<file path="config.mk">
export PLATFORM = sky130hd
export DESIGN_NAME = cbus_arbiter_flat
export DESIGN_NICKNAME = d
export VERILOG_FILES = /design/src/rtl/cbus_arbiter_if.sv /design/src/rtl/cbus_arbiter.sv /design/src/flat_wrapper.sv
export SDC_FILE = /design/constraint.sdc
export NUM_CORES = 1
export LEC_CHECK = 0
export ABC_AREA = 0
export BUFFER_PORTS_ARGS = -buffer_cell sky130_fd_sc_hd__clkbuf_2
export CAP_MARGIN = 20
export CELL_PAD_IN_SITES_DETAIL_PLACEMENT = 1
export CELL_PAD_IN_SITES_GLOBAL_PLACEMENT = 1
export CORE_AREA = 2 2 133 135
export DETAILED_ROUTE_END_ITERATION = 6
export DIE_AREA = 0 0 135 137
export PLACE_DENSITY = 0.7
export SYNTH_ARGS = -nofsm -noshare
export SYNTH_HDL_FRONTEND = slang
export SYNTH_SLANG_ARGS = --single-unit
export TNS_END_PERCENT = 5
</file>
<file path="constraint.sdc">
create_clock -name clk -period 2.7 [get_ports clk]
set_input_delay 0.27 -clock clk [delete_from_list [all_inputs] [get_ports clk]]
set_output_delay 0.27 -clock clk [all_outputs]
set_load 0.05 [all_outputs]
</file>
<file path="src/rtl/cbus_arbiter_if.sv">
// cbus_pkg + cbus_arbiter_if
//
// Purpose: shared cache-bus request/response types and the bundle of
// arbiter-facing signals.
//
// Signals:
//   ireqs  [NUM_MASTERS] : per-master cbus requests into the arbiter
//   iresps [NUM_MASTERS] : per-master cbus responses out of the arbiter
//   oreq                 : request forwarded to the external cbus
//   oresp                : response returned by the external cbus
// Modports:
//   slave  : arbiter view (consumes ireqs/oresp, drives iresps/oreq)
//   master : environment view (masters plus external bus model)

package cbus_pkg;

    typedef enum logic [1:0] {
        MLEN1 = 2'd0,
        MLEN2 = 2'd1,
        MLEN4 = 2'd2,
        MLEN8 = 2'd3
    } mlen_t;

    typedef struct packed {
        logic        valid;
        logic        is_write;
        logic [2:0]  size;
        logic [31:0] addr;
        logic [3:0]  strobe;
        logic [31:0] data;
        mlen_t       len;
    } cbus_req_t;

    typedef struct packed {
        logic        ready;
        logic        last;
        logic [31:0] data;
    } cbus_resp_t;

endpackage

interface cbus_arbiter_if #(
    parameter int NUM_MASTERS = 2
);
    import cbus_pkg::*;

    cbus_req_t  [NUM_MASTERS-1:0] ireqs;
    cbus_resp_t [NUM_MASTERS-1:0] iresps;
    cbus_req_t                    oreq;
    cbus_resp_t                   oresp;

    modport slave (
        input  ireqs,
        input  oresp,
        output iresps,
        output oreq
    );

    modport master (
        output ireqs,
        output oresp,
        input  iresps,
        input  oreq
    );

endinterface

</file>
<file path="src/rtl/cbus_arbiter.sv">
// cbus_arbiter
//
// Purpose: shares one external cache bus among NUM_MASTERS cache-side ports.
// One port is granted at a time and keeps the grant for a whole transaction
// (burst refill, write-back or single uncached beat) until the beat carrying
// oresp.last is accepted. Arbitration takes one idle cycle, so back-to-back
// transactions are separated by at least one bubble.
//
// Ports:
//   clk      : clock, rising edge
//   reset    : asynchronous, active-high reset
//   bus      : cbus_arbiter_if.slave (ireqs, iresps, oreq, oresp)
//   busy     : a transaction is granted and in flight
//   owner    : index of the granted master (meaningful while busy)
//   beat_cnt : beats accepted in the current transaction, saturating at 255

// Per-port response steering: a port sees the external response only while
// it owns the bus, otherwise all-zero (ready=0 stalls it).
module cbus_resp_lane
    import cbus_pkg::*;
(
    input  logic       sel,
    input  cbus_resp_t oresp,
    output cbus_resp_t iresp
);
    assign iresp = sel ? oresp : '0;
endmodule

module cbus_arbiter
    import cbus_pkg::*;
#(
    parameter int NUM_MASTERS = 2,   // at least 2
    parameter int ROUND_ROBIN = 1,
    parameter int OWNER_BITS  = $clog2(NUM_MASTERS)
) (
    input  logic                  clk,
    input  logic                  reset,
    cbus_arbiter_if.slave         bus,
    output logic                  busy,
    output logic [OWNER_BITS-1:0] owner,
    output logic [7:0]            beat_cnt
);

    typedef enum logic {
        IDLE = 1'b0,
        BUSY = 1'b1
    } state_t;

    state_t                  state_q, state_d;
    logic [OWNER_BITS-1:0]   owner_q, owner_d;
    logic [OWNER_BITS-1:0]   last_grant_q, last_grant_d;
    logic [7:0]              beat_q, beat_d;

    logic [NUM_MASTERS-1:0]  req_vld;
    logic                    any_valid;
    logic [OWNER_BITS-1:0]   winner;
    logic [OWNER_BITS-1:0]   cand;

    cbus_resp_t [NUM_MASTERS-1:0] iresps_w;

    // ------------------------------------------------------------------
    // Request valid vector and per-port response lanes
    // ------------------------------------------------------------------
    for (genvar i = 0; i < NUM_MASTERS; i++) begin : g_lane
        assign req_vld[i] = bus.ireqs[i].valid;

        cbus_resp_lane u_lane (
            .sel   ((state_q == BUSY) && (owner_q == OWNER_BITS'(i))),
            .oresp (bus.oresp),
            .iresp (iresps_w[i])
        );
    end

    assign bus.iresps = iresps_w;

    // Only the owner's request reaches the external bus; it is forwarded
    // as-is, including a dropped valid, so the bus sees exactly what the
    // master drives.
    assign bus.oreq = (state_q == BUSY) ? bus.ireqs[owner_q] : '0;

    // ------------------------------------------------------------------
    // Winner selection
    // ------------------------------------------------------------------
    // Candidates are scanned from the lowest priority to the highest so the
    // final assignment is the highest-priority valid port.
    always_comb begin
        any_valid = |req_vld;
        winner    = '0;
        cand      = '0;
        if (ROUND_ROBIN != 0) begin
            // Priority order: last_grant+1, last_grant+2, ... wrapping.
            for (int k = NUM_MASTERS; k >= 1; k--) begin
                cand = OWNER_BITS'((int'(last_grant_q) + k) % NUM_MASTERS);
                if (req_vld[cand])
                    winner = cand;
            end
        end else begin
            for (int k = NUM_MASTERS - 1; k >= 0; k--) begin
                if (req_vld[k])
                    winner = OWNER_BITS'(k);
            end
        end
    end

    // ------------------------------------------------------------------
    // FSM next state
    // ------------------------------------------------------------------
    always_comb begin
        state_d      = state_q;
        owner_d      = owner_q;
        last_grant_d = last_grant_q;
        beat_d       = beat_q;
        case (state_q)
            IDLE: begin
                // oresp is ignored here; nothing is in flight.
                if (any_valid) begin
                    owner_d = winner;
                    beat_d  = '0;
                    state_d = BUSY;
                end
            end
            BUSY: begin
                if (bus.oresp.ready) begin
                    if (beat_q != 8'hFF)
                        beat_d = beat_q + 8'd1;
                    // Release only on last; no same-cycle regrant.
                    if (bus.oresp.last) begin
                        last_grant_d = owner_q;
                        state_d      = IDLE;
                    end
                end
            end
            default: state_d = IDLE;
        endcase
    end

    // ------------------------------------------------------------------
    // State registers
    // ------------------------------------------------------------------
    always_ff @(posedge clk or posedge reset) begin
        if (reset) begin
            state_q      <= IDLE;
            owner_q      <= '0;
            // Point at the top port so port 0 is first in line.
            last_grant_q <= OWNER_BITS'(NUM_MASTERS - 1);
            beat_q       <= '0;
        end else begin
            state_q      <= state_d;
            owner_q      <= owner_d;
            last_grant_q <= last_grant_d;
            beat_q       <= beat_d;
        end
    end

    assign busy     = (state_q == BUSY);
    assign owner    = owner_q;
    assign beat_cnt = beat_q;

endmodule

</file>
<file path="src/flat_wrapper.sv">
// flat-port wrapper written by rule: the top's interface ports become plain ports
module cbus_arbiter_flat import cbus_pkg::*;
#(
    parameter int NUM_MASTERS = 2,                
    parameter int ROUND_ROBIN = 1,
    parameter int OWNER_BITS  = $clog2(NUM_MASTERS)
)
  (clk, reset, busy, owner, beat_cnt, bus_ireqs, bus_oresp, bus_iresps, bus_oreq);
  cbus_arbiter_if #(.NUM_MASTERS(NUM_MASTERS)) bus_i ();
  input  logic clk;
  input  logic reset;
  output logic busy;
  output logic [OWNER_BITS-1:0] owner;
  output logic [7:0] beat_cnt;
  input wire logic [$bits(bus_i.ireqs)-1:0] bus_ireqs;
  input wire logic [$bits(bus_i.oresp)-1:0] bus_oresp;
  output wire logic [$bits(bus_i.iresps)-1:0] bus_iresps;
  output wire logic [$bits(bus_i.oreq)-1:0] bus_oreq;
  assign bus_i.ireqs = bus_ireqs;
  assign bus_i.oresp = bus_oresp;
  assign bus_iresps = bus_i.iresps;
  assign bus_oreq = bus_i.oreq;
  cbus_arbiter #(.NUM_MASTERS(NUM_MASTERS), .ROUND_ROBIN(ROUND_ROBIN), .OWNER_BITS(OWNER_BITS)) u_core (.clk(clk), .reset(reset), .bus(bus_i), .busy(busy), .owner(owner), .beat_cnt(beat_cnt));
endmodule
</file>
[Word-level counts from Yosys, hierarchy flattened]
Index checks and enable logic that the tools add are counted.
Cells by class
  div/mod/pow operators: 0
  reduce and logical (&&, ||, !) cells: 6
  add/subtract/negate cells: 3
  $mul: 0
  order comparisons: 3
  eq/ne operators: 4
  bitwise operators: 2
  mux-type cells: 19
  shifts and indexed selects: 0
Operator list (count)
  two-way mux 75 bit: 3
  two-way mux 34 bit: 2
  two-way mux 8 bit: 3
  one-hot mux 8 bit (2 select lines): 1
  two-way mux 1 bit: 9
  adder 8 x 1 -> 8 bit, second input constant: 1
  != test 8 bit, second input constant: 1
  < comparator 1 x 2 -> 1 bit, second input constant: 3
  AND reduction 3 bit: 2
  != test 2 bit, second input constant: 2
  adder 1 bit, second input constant: 2
  logical AND 1 bit: 2
  != test 2 x 1 -> 1 bit, second input constant: 1
  NOT 1 bit: 2
  one-hot mux 1 bit (2 select lines): 1
  AND reduction 2 bit: 1
  OR reduction 2 bit: 1
Word-level totals
  latch bits: 0
  bits in read-only memories: 0
  memories kept: 0
  output and inout bits: 153
  bits in registers: 11
  bits in writable memories: 0

[Longest topological paths before layout]
Gate-level depths: netlist (run 1).
  word-level depth: 5
  gate-level depth with buffers: 5
  depth with buffers taken out: 5

[By module]
A second synthesis (run 1) with hierarchy kept.
Unflattened totals
  cell total of the unflattened synthesis: 304
  area total of the unflattened synthesis: 2274.7 sq um
Modules (own cells, without submodules)
  cbus_arbiter: area each 1734.2 sq um, cells each 230, times used 1, sequential area each 276.5 sq um
  cbus_resp_lane: area each 270.3 sq um, cells each 37, times used 2, sequential area each 0.0 sq um

[Worst setup path after synthesis (run 1)]
Ideal clock, no wire load.
  path type: reg-to-output
  from: register u_core.owner_q, in the netlist u_core.owner
  to: output bus_oreq[10]
  data required time: 2430 ps
  path slack: 510 ps
  cell stages (with the launch flop): 6
  arrival: 1920 ps
  path buffers: 3
  cell sequence: dfrtp_1 -> buf_2 -> buf_4 -> buf_6 -> mux2i_1 -> nor2_1
Between the ends
  word-level cells in the longest chain between the ends: 3
RTL lines
  start: declaration: line cbus_arbiter.sv:50  | logic [OWNER_BITS-1:0] owner_q, owner_d;
  start signal: assignment: line cbus_arbiter.sv:149  | owner_q <= owner_d;
  two-way mux 75 bit (not written as such) (2 in a row): line cbus_arbiter.sv:79  | assign bus.oreq = (state_q == BUSY) ? bus.ireqs[owner_q] : '0;
  two-way mux 75 bit: line cbus_arbiter.sv:79
  end: declaration: line flat_wrapper.sv:18  | output wire logic [$bits(bus_i.oreq)-1:0] bus_oreq;
Every way passes these cells. The select of a mux whose other input is x is not followed.

[Worst setup path in the final report (run 1)]
  from: register u_core.owner_q, in the netlist u_core.owner
  to: output bus_iresps[6]
Between the ends
  word-level cells in the longest chain between the ends: 3
RTL lines
  NOT 1 bit: line cbus_arbiter.sv:68  | .sel ((state_q == BUSY) && (owner_q == OWNER_BITS'(i))),
  logical AND 1 bit: line cbus_arbiter.sv:68
  two-way mux 34 bit: line cbus_arbiter.sv:26  | assign iresp = sel ? oresp : '0;
  end: declaration: line flat_wrapper.sv:17  | output wire logic [$bits(bus_i.iresps)-1:0] bus_iresps;
Every way passes these cells.

==> impl_metrics.tcl, run 1 <==
set metrics [dict create \
    cp_top_family "simple AND/OR/NAND/NOR gates" \
    grt_util_met2_pct 21.2 \
    overflow 0 \
    slew_headroom_pct 63.8 \
    reg2reg_from "u_core.beat_cnt[0]" \
    grt_busiest_layer "met2" \
    place_hpwl_um 9760 \
    slowest_delay_ps 510 \
    startpoint_type "flop" \
    tightest_slew_ps 542 \
    final_max_slew_viol_count 0 \
    clkTransAtPathRegs_ps 40 \
    timing.final.crit_period_ps 1980 \
    syn_area_per_cell_sq_um 7.25 \
    pwr-share-seq_pct 6.7 \
    cts_max_level 1 \
    switching_share_pct 63.6 \
    wire_per_inst_um 13.6 \
    cts.sinks 11 \
    synth_edf_count 0 \
    cp_num_cells 3 \
    p_int_mw 1.25 \
    fp.dieH_um 137 \
    yosysSeqAreaShare_pct 12.3 \
    cpMaxStageDelayCell "dfrtp_4" \
    vdd_drop_max_mv 0.321 \
    drc 0 \
    viasPerCell 4.02 \
    layout_common_cells "clkbuf_2, nor2_1, mux2i_1, and2_1, and3_1" \
    end_kind "primary output" \
    insertedDiodeCount 0 \
    crit_path_max_fanout 34 \
    synth_ff_type "dfrtp_1" \
    ys.warnings.count 0 \
    dieArea_sq_um 18500 \
    clock-skew-final_ps 0.137 \
    dieWidth_um 135 \
    rsz0062_at_grt "no" \
    grt_use_met3_pct 2.48 \
    grt_max_degree 81 \
    cts_tree "yes" \
    clk_path_buf_depth 2 \
    final_util_pct 25.9 \
    synthesis.nets 496 \
    fin_crit_sh_pct 73.4 \
    hold_viol 0 \
    io_buffers 338 \
    setup_tns_ps 0 \
    drive_gt1_share_pct 56.6 \
    core_sq_um 17100 \
    grt_use_met1_pct 12.7 \
    synth.distinct_cells 37 \
    top_level_ports 339 \
    p_leak_nw 2.70 \
    finalWirelength_um 11500 \
    layout_commonest_cell "clkbuf_2" \
    crit_path_start "u_core.owner" \
    globalplace.congestion 0.768 \
    antenna_found_initial 0 \
    ant_nets 0 \
    cts_made_buffers 3 \
    p_comb_share_pct 85.3 \
    critPathKind "reg2out" \
    grt_pass1_vias 3248 \
    drt-pass1-iter-count 4 \
    dr.first_iter.drc_count 130 \
    hold_path_class "in2async" \
    status "finished, final reports clean" \
    grt_pass1_wl_um 16500 \
    area_growth_syn_to_layout_pct 97.6 \
    power.switching_mw 2.19 \
    synth_seq_cells 11 \
    crit_chain "nor2_4 > and2_1 > clkbuf_2" \
    crit_buf_inv 1 \
    grt_usage_pct 11.0 \
    ys_async_sr_fraction_pct 100 \
    power_density_nw_per_um2 778 \
    max_freq_mhz 504 \
    arrival_ps 1710 \
    stdcell_count 850 \
    clk_latency_ps 240 \
    post_cts_buffers 0 \
    setup_viol_count_final 0 \
    fp-row-count 48 \
    worstPathRequired_ps 2430 \
    fin_nets 813 \
    post_cts_resized 0 \
    cts_hold_buf 0 \
    fillCellCount 2184 \
    dp_cells 846 \
    synthesis.area_sq_um 2240 \
    initial_core_util_pct 13.1 \
    root_buffer "clkbuf_16" \
    drv_cap 0 \
    reg2regPathDepth 4 \
    vias 3418 \
    power.share.clock_pct 8.0 \
    synthCells 309 \
]
## cells by family (layout without fill, tap and decap cells)
group | Yosys count | after routing | share of synthesized area [%]
simple gates | 166 | 166 | 38.1
mux | 77 | 77 | 34.5
buf+inv | 34 | 350 | 8.60
compound gates | 19 | 19 | 5.53
flops | 11 | 11 | 12.3
fa+ha+maj | 1 | 1 | 0.559
xor+xnor | 1 | 1 | 0.391
## per-stage QoR
step           hold slack, ps  total power, mW  cell area [sq um]  setup slack (ps)
6_report                 7.53             3.44               4430               718
5_1_grt                  52.2             3.61               4430               604
4_1_cts                  24.7             3.48               4430               687
3_5_place_dp              286             3.19               4350               958
3_3_place_gp              277             3.17               4350              1010
2_1_floorplan             122             2.44               2240               510
## layer usage
| layer | up-vias | part of all wire (%) | routed length (um) |
|---|---|---|---|
| li1 | 1695 | - | - |
| met1 | 1553 | 38 | 4440 |
| met2 | 162 | 52 | 6030 |
| met3 | 8 | 8.7 | 1000 |
| met4 | 0 | 0.60 | 69 |
| met5 | - | 0 | 0 |
## sequential cells by signal, indices dropped and copies added, names as in the netlist
signal	count
u_core.beat_cnt	8
u_core.busy	1
u_core.owner	1
u_core.last_grant_q	1
## worst reg2reg max path: stages, from the launching register on
cell	delay (ps)
dfrtp_1	420
ha_1	260
and3_1	240
o31a_1	300
o22a_1	190
## path summary, 6_finish.rpt
check / endpoint / slack [ps]
hold / removal: u_core.beat_cnt[1] / 8
min in group clk: u_core.busy / 400
setup / recovery: bus_iresps[6] / 720
setup reg to reg: u_core.beat_cnt[7] / 1180
hold reg to reg: u_core.beat_cnt[0] / 550
max in group asynchronous: u_core.owner / 2350
## area by class of cell
cell class	count	area (sq um)	share of cell area, %
well taps	225	282	6.36
multi-input cells	264	1770	40.0
flip-flops and latches	11	280	6.33
inverters	4	15.0	0.339
clock buffers	4	78.8	1.78
repair buffers	342	2000	45.2
## power groups by stage
stage          registers, mW  clock network [mW]  logic (mW)
5_1_grt                0.237               0.292        3.08
6_report               0.230               0.275        2.94
4_1_cts                0.230               0.283        2.97
3_5_place_dp           0.233                   0        2.96
3_3_place_gp           0.231                   0        2.94
2_1_floorplan          0.278                   0        2.16
## cell usage after synthesis (2+ instances only)
cell | count | area share (%)
mux2i_1 | 76 | 34
nor2_1 | 77 | 13
dfrtp_1 | 10 | 11
and3_1 | 35 | 9.8
and2_1 | 36 | 10
nor3_1 | 2 | 0.45
nand3_1 | 4 | 0.89
nand2_1 | 4 | 0.67
o21ai_0 | 4 | 0.89
buf_2 | 7 | 1.6
a41oi_1 | 2 | 0.78
inv_1 | 3 | 0.50
a21oi_1 | 6 | 1.3
clkbuf_1 | 14 | 2.3
buf_6 | 7 | 3.5
Power figures use the tool's default switching activity.
==> inputs of run 2 (changes only) <==
--- a/config.mk
+++ b/config.mk
@@ -13,7 +13,7 @@
 export CORE_AREA = 2 2 133 135
 export DETAILED_ROUTE_END_ITERATION = 6
 export DIE_AREA = 0 0 135 137
-export PLACE_DENSITY = 0.7
+export PLACE_DENSITY = 0.73
 export SYNTH_ARGS = -nofsm -noshare
 export SYNTH_HDL_FRONTEND = slang
 export SYNTH_SLANG_ARGS = --single-unit
==> constraint.sdc (replaced) <==
create_clock -name clk -period 1.8 [get_ports clk]
set_input_delay 0.18 -clock clk [delete_from_list [all_inputs] [get_ports clk]]
set_output_delay 0.18 -clock clk [all_outputs]
set_load 0.05 [all_outputs]
==> run 2 against run 1 <==
First-iteration DRC count fell by 41%. Worst setup slack got worse by 700 ps. Clock power rose by 51%. Combinational power rose by 56%. Power rose by 56%. Clock skew rose by 1.3 ps. Critical path depth rose by 1. Non-clock buffer count rose by 10. Global-route usage rose by 0.41 points. Final cell count rose by 1.2%. Core utilization rose by 1.3 points. Sequential share of layout area fell by 0.29 points. Critical endpoint is now bus_oreq[13].
==> impl_metrics.tcl, run 2 (synthesized netlist as in run 1, its figures left out) <==
set metrics [dict create \
    dr.first_iter.drc_count 77 \
    crit_path_max_fanout 32 \
    cts_tree "yes" \
    startpoint_type "flop" \
    reg2reg_from "u_core.beat_cnt[0]" \
    drc 0 \
    crit_chain "buf_12 > mux2i_1 > nor2_4 > clkbuf_2" \
    setup_tns_ps 0 \
    timing.final.crit_period_ps 1790 \
    hold_depth 2 \
    io_buffers 338 \
    dieWidth_um 135 \
    drv_cap 0 \
    drt-pass1-iter-count 4 \
    hold_viol 0 \
    rrSetupSlack_ps 280 \
    viasPerCell 4.06 \
    rsz0062_at_grt "yes" \
    setup_viol_count_final 0 \
    overflow 0 \
    grt_pass1_wl_um 17200 \
    core_sq_um 17100 \
    clkTransAtPathRegs_ps 40 \
    grt_use_met3_pct 2.04 \
    worstPathRequired_ps 1620 \
    hold_end "u_core.owner" \
    hp-start "bus_ireqs[149]" \
    slowest_delay_ps 550 \
    wire_per_inst_um 13.9 \
    initial_core_util_pct 13.1 \
    dpl_worst_slack_ps 190 \
    fin_crit_sh_pct 99.2 \
    cpMaxStageDelayCell "dfrtp_4" \
    vias 3489 \
    cts_made_buffers 3 \
    place_hpwl_um 10100 \
    design_area_sq_um 4640 \
    insertedDiodeCount 0 \
    globalplace.congestion 0.765 \
    slew_headroom_pct 68.1 \
    grt_busiest_layer "met2" \
    vdd_drop_max_mv 0.393 \
    reg2regPathDepth 4 \
    cts_max_level 1 \
    grt_usage_pct 11.4 \
    final_util_pct 27.2 \
    p_leak_nw 2.77 \
    grt_util_met2_pct 22.8 \
    fillCellCount 2174 \
    layout_commonest_cell "clkbuf_2" \
    placed_area_sq_um 4470 \
    drive_gt1_share_pct 59.4 \
    antenna_found_initial 0 \
    grt_use_met1_pct 12.7 \
    grt_max_degree 60 \
    status "finished, final reports clean" \
    clk_latency_ps 240 \
    stdcell_count 860 \
    final_max_slew_viol_count 0 \
    top_level_ports 339 \
    largest_reg_flops 8 \
    finalWirelength_um 12000 \
    ant_nets 0 \
    power.total_mw 5.37 \
    clock-skew-final_ps 1.48 \
    max_freq_mhz 560 \
    layout_common_cells "clkbuf_2, mux2i_1, nor2_1, and2_1, and3_1" \
    whs_ps 291 \
    power_density_nw_per_um2 1160 \
    dp_cells 854 \
    cts.sinks 11 \
    fp.dieH_um 137 \
    grt_pass1_vias 3434 \
    arrival_ps 1610 \
    end_kind "primary output" \
    clk_path_buf_depth 2 \
    area_growth_syn_to_layout_pct 107 \
    dieArea_sq_um 18500 \
    fin_nets 823 \
    fin_ws_ps 14.4 \
    root_buffer "clkbuf_16" \
    rr_endpoint "u_core.beat_cnt[7]" \
    critPathKind "reg2out" \
    fp-row-count 48 \
    hold_path_class "in2reg" \
    tightest_slew_ps 477 \
]
[run 2: where the power goes]
part           switching (mW)  internal, mW
logic                    3.15          1.44
registers              0.0725         0.296
clock network           0.116         0.298
total                    3.34          2.04
[run 2: cell type report]
cell class | count | area [sq um] | share of cell area (%)
sequential | 11 | 280 | 6.04
inverter | 4 | 15.0 | 0.324
timing repair buffer | 352 | 2140 | 46.2
multi-input combinational | 264 | 1840 | 39.7
tap | 225 | 282 | 6.07
clock buffer | 4 | 78.8 | 1.70
[run 2: worst max path at each step]
| stage | from | end | slack (ps) | depth (start not counted) |
|---|---|---|---|---|
| after global placement | u_core.owner | bus_oreq[11] | 200 | 4 |
| after floorplan | u_core.owner | bus_oreq[16] | -300 | 5 |
| after detailed placement | u_core.owner | bus_oreq[11] | 190 | 4 |
| after global routing | u_core.owner | bus_oreq[11] | -60 | 4 |
| final | u_core.owner | bus_oreq[13] | 10 | 4 |
| after CTS | u_core.owner | bus_oreq[11] | -30 | 4 |
[run 2: metal layers]
metal  vias up  routed length, um
li1       1722                  -
met1      1599               4570
met2       159               6370
met3         9                957
met4         0                 93
met5         -                  0
[run 2: critical path: cells and delay by family, from the launching register on]
| kind | cells | cell delay (ps) |
|---|---|---|
| buffers and inverters | 2 | 470 |
| DFF | 1 | 550 |
| muxes | 1 | 300 |
| and+or+nand+nor | 1 | 40 |
[run 2: what timing repair did]
action                                  CTS  global route
gates resized for setup                   9            68
hold endpoints to repair                 10             0
endpoints found under the setup margin   28            57
hold buffers                              1             0
setup buffers                             1             0
==> inputs of run 3 (changes only) <==
--- a/config.mk
+++ b/config.mk
@@ -11,6 +11,7 @@
 export CELL_PAD_IN_SITES_DETAIL_PLACEMENT = 1
 export CELL_PAD_IN_SITES_GLOBAL_PLACEMENT = 1
 export CORE_AREA = 2 2 133 135
+export CTS_BUF_LIST = sky130_fd_sc_hd__clkbuf_8
 export DETAILED_ROUTE_END_ITERATION = 6
 export DIE_AREA = 0 0 135 137
 export PLACE_DENSITY = 0.73
==> run 3 against run 2 <==
Critical path type unchanged. Power increased by 0.79%. Via count grew 1.1%. Die area unchanged. Core utilization up 1.1 points. Sequential share of layout area down 0.23 points. Largest power group unchanged.
==> impl_metrics.tcl, run 3 (synthesized netlist as in run 1, its figures left out) <==
set metrics [dict create \
    io_buffers 338 \
    hold_end "u_core.owner" \
    cts_tree "yes" \
    fin_ws_ps 40.8 \
    timing.final.crit_period_ps 1760 \
    max_freq_mhz 568 \
    drt-pass1-iter-count 4 \
    switching_share_pct 61.8 \
    dieArea_sq_um 18500 \
    core_sq_um 17100 \
    startpoint_type "flop" \
    hp-start "bus_ireqs[149]" \
    hold_viol 0 \
    arrival_ps 1580 \
    rsz0062_at_grt "yes" \
    globalplace.congestion 0.765 \
    placed_area_sq_um 4470 \
    layout_commonest_cell "clkbuf_2" \
    setup_tns_ps 0 \
    grt_pass1_vias 3385 \
    initial_core_util_pct 13.1 \
    dieWidth_um 135 \
    drv_cap 0 \
    largest_reg_flops 8 \
    vias 3526 \
    fp.dieH_um 137 \
    top_level_ports 339 \
    tightest_slew_ps 463 \
    grt_max_degree 60 \
    insertedDiodeCount 0 \
    whs_ps 293 \
    overflow 0 \
    reg2regPathDepth 4 \
    status "finished, final reports clean" \
    finalWirelength_um 12100 \
    drc 0 \
    grt_usage_pct 11.3 \
    cts_max_level 1 \
    final_util_pct 28.3 \
    worstPathRequired_ps 1620 \
    wire_per_inst_um 14.0 \
    clk_latency_ps 240 \
    critPathKind "reg2out" \
    clock-skew-final_ps 2.71 \
    power.share.clock_pct 4.6 \
    power_density_nw_per_um2 1120 \
    reg2reg_from "u_core.beat_cnt[0]" \
    hold_path_class "in2reg" \
    end_kind "primary output" \
    cts_made_buffers 3 \
    fin_crit_sh_pct 97.7 \
    clkTransAtPathRegs_ps 50 \
    rr_endpoint "u_core.beat_cnt[7]" \
    cts.sinks 11 \
    p_leak_nw 2.83 \
    fin_nets 826 \
    fp-row-count 48 \
    grt_pass1_wl_um 17100 \
    area_growth_syn_to_layout_pct 115 \
    layout_common_cells "clkbuf_2, mux2i_1, nor2_1, and3_1, and2_1" \
    p_int_mw 2.07 \
    final_max_slew_viol_count 0 \
    clk_path_buf_depth 2 \
    slew_headroom_pct 69.1 \
    design_area_sq_um 4830 \
    root_buffer "clkbuf_8" \
    place_hpwl_um 10100 \
    cpMaxStageDelayCell "dfrtp_4" \
    slowest_delay_ps 490 \
    crit_path_max_fanout 19 \
    crit_chain "buf_4 > buf_12 > mux2i_1 > nor2_1 > clkbuf_2" \
    vdd_drop_max_mv 0.383 \
    dpl_worst_slack_ps 190 \
    power.total_mw 5.41 \
    rrSetupSlack_ps 280 \
    viasPerCell 4.09 \
    ant_nets 0 \
    dp_cells 854 \
    power.switching_mw 3.35 \
    stdcell_count 863 \
    setup_viol_count_final 0 \
    p_comb_share_pct 89.2 \
    dr.first_iter.drc_count 81 \
    pwr-share-seq_pct 6.2 \
    hold_depth 2 \
    antenna_found_initial 0 \
    drive_gt1_share_pct 59.4 \
]
## run 3: changes by cell type in the layout (fill, tap and decap cells not counted), sizes merged
cell / delta
buf: +12
clkbuf: -10
inv: +1
## run 3: critical path, delay by kind of cell, from the launching register on
kind	cells	cell delay, ps
mux	1	120
flops	1	490
buf+inv	3	610
simple gates	1	90
## run 3: timing repair
item	4_1_cts	5_1_grt
hold buffers	1	0
setup endpoints to repair	44	69
pin swaps	0	0
resized for setup	15	172
gates cloned	0	0
endpoints found under the hold margin	10	0
buffers inserted	1	3
## run 3: power groups by stage
stage / combinational [mW] / sequential, mW / clock (mW)
2_1_floorplan: 3.27 / 0.417 / 0
3_3_place_gp: 4.49 / 0.384 / 0
3_5_place_dp: 4.53 / 0.389 / 0
4_1_cts: 4.59 / 0.374 / 0.256
5_1_grt: 5.08 / 0.345 / 0.266
6_report: 4.83 / 0.336 / 0.248
## run 3: final cells by class
class	instances	area (sq um)
Timing Repair Buffer	355	2370
Tap cell	225	282
Sequential cell	11	280
Multi-Input combinational cell	264	1830
Clock buffer	3	41.3
Inverter	4	15.0
Clock inverter	1	3.75
Fill cell	2150	12200
## run 3: layer usage
layer  share of wire [%]  vias to the layer above  global-route usage (%)
li1                    -                     1723                       -
met1                  37                     1633                    12.7
met2                  54                      159                    22.6
met3                 7.4                       11                    1.93
met4                0.84                        0                    1.85
met5                   0                        -                       0
## run 3: worst max-delay path by stage
| stage | from | end | cells after the start |
|---|---|---|---|
| finish | u_core.owner | bus_oreq[43] | 5 |
| global route | u_core.owner | bus_iresps[12] | 5 |
| CTS | u_core.owner | bus_oreq[11] | 4 |
| detailed placement | u_core.owner | bus_oreq[11] | 4 |
| global placement | u_core.owner | bus_oreq[11] | 4 |
| floorplan | u_core.owner | bus_oreq[16] | 5 |
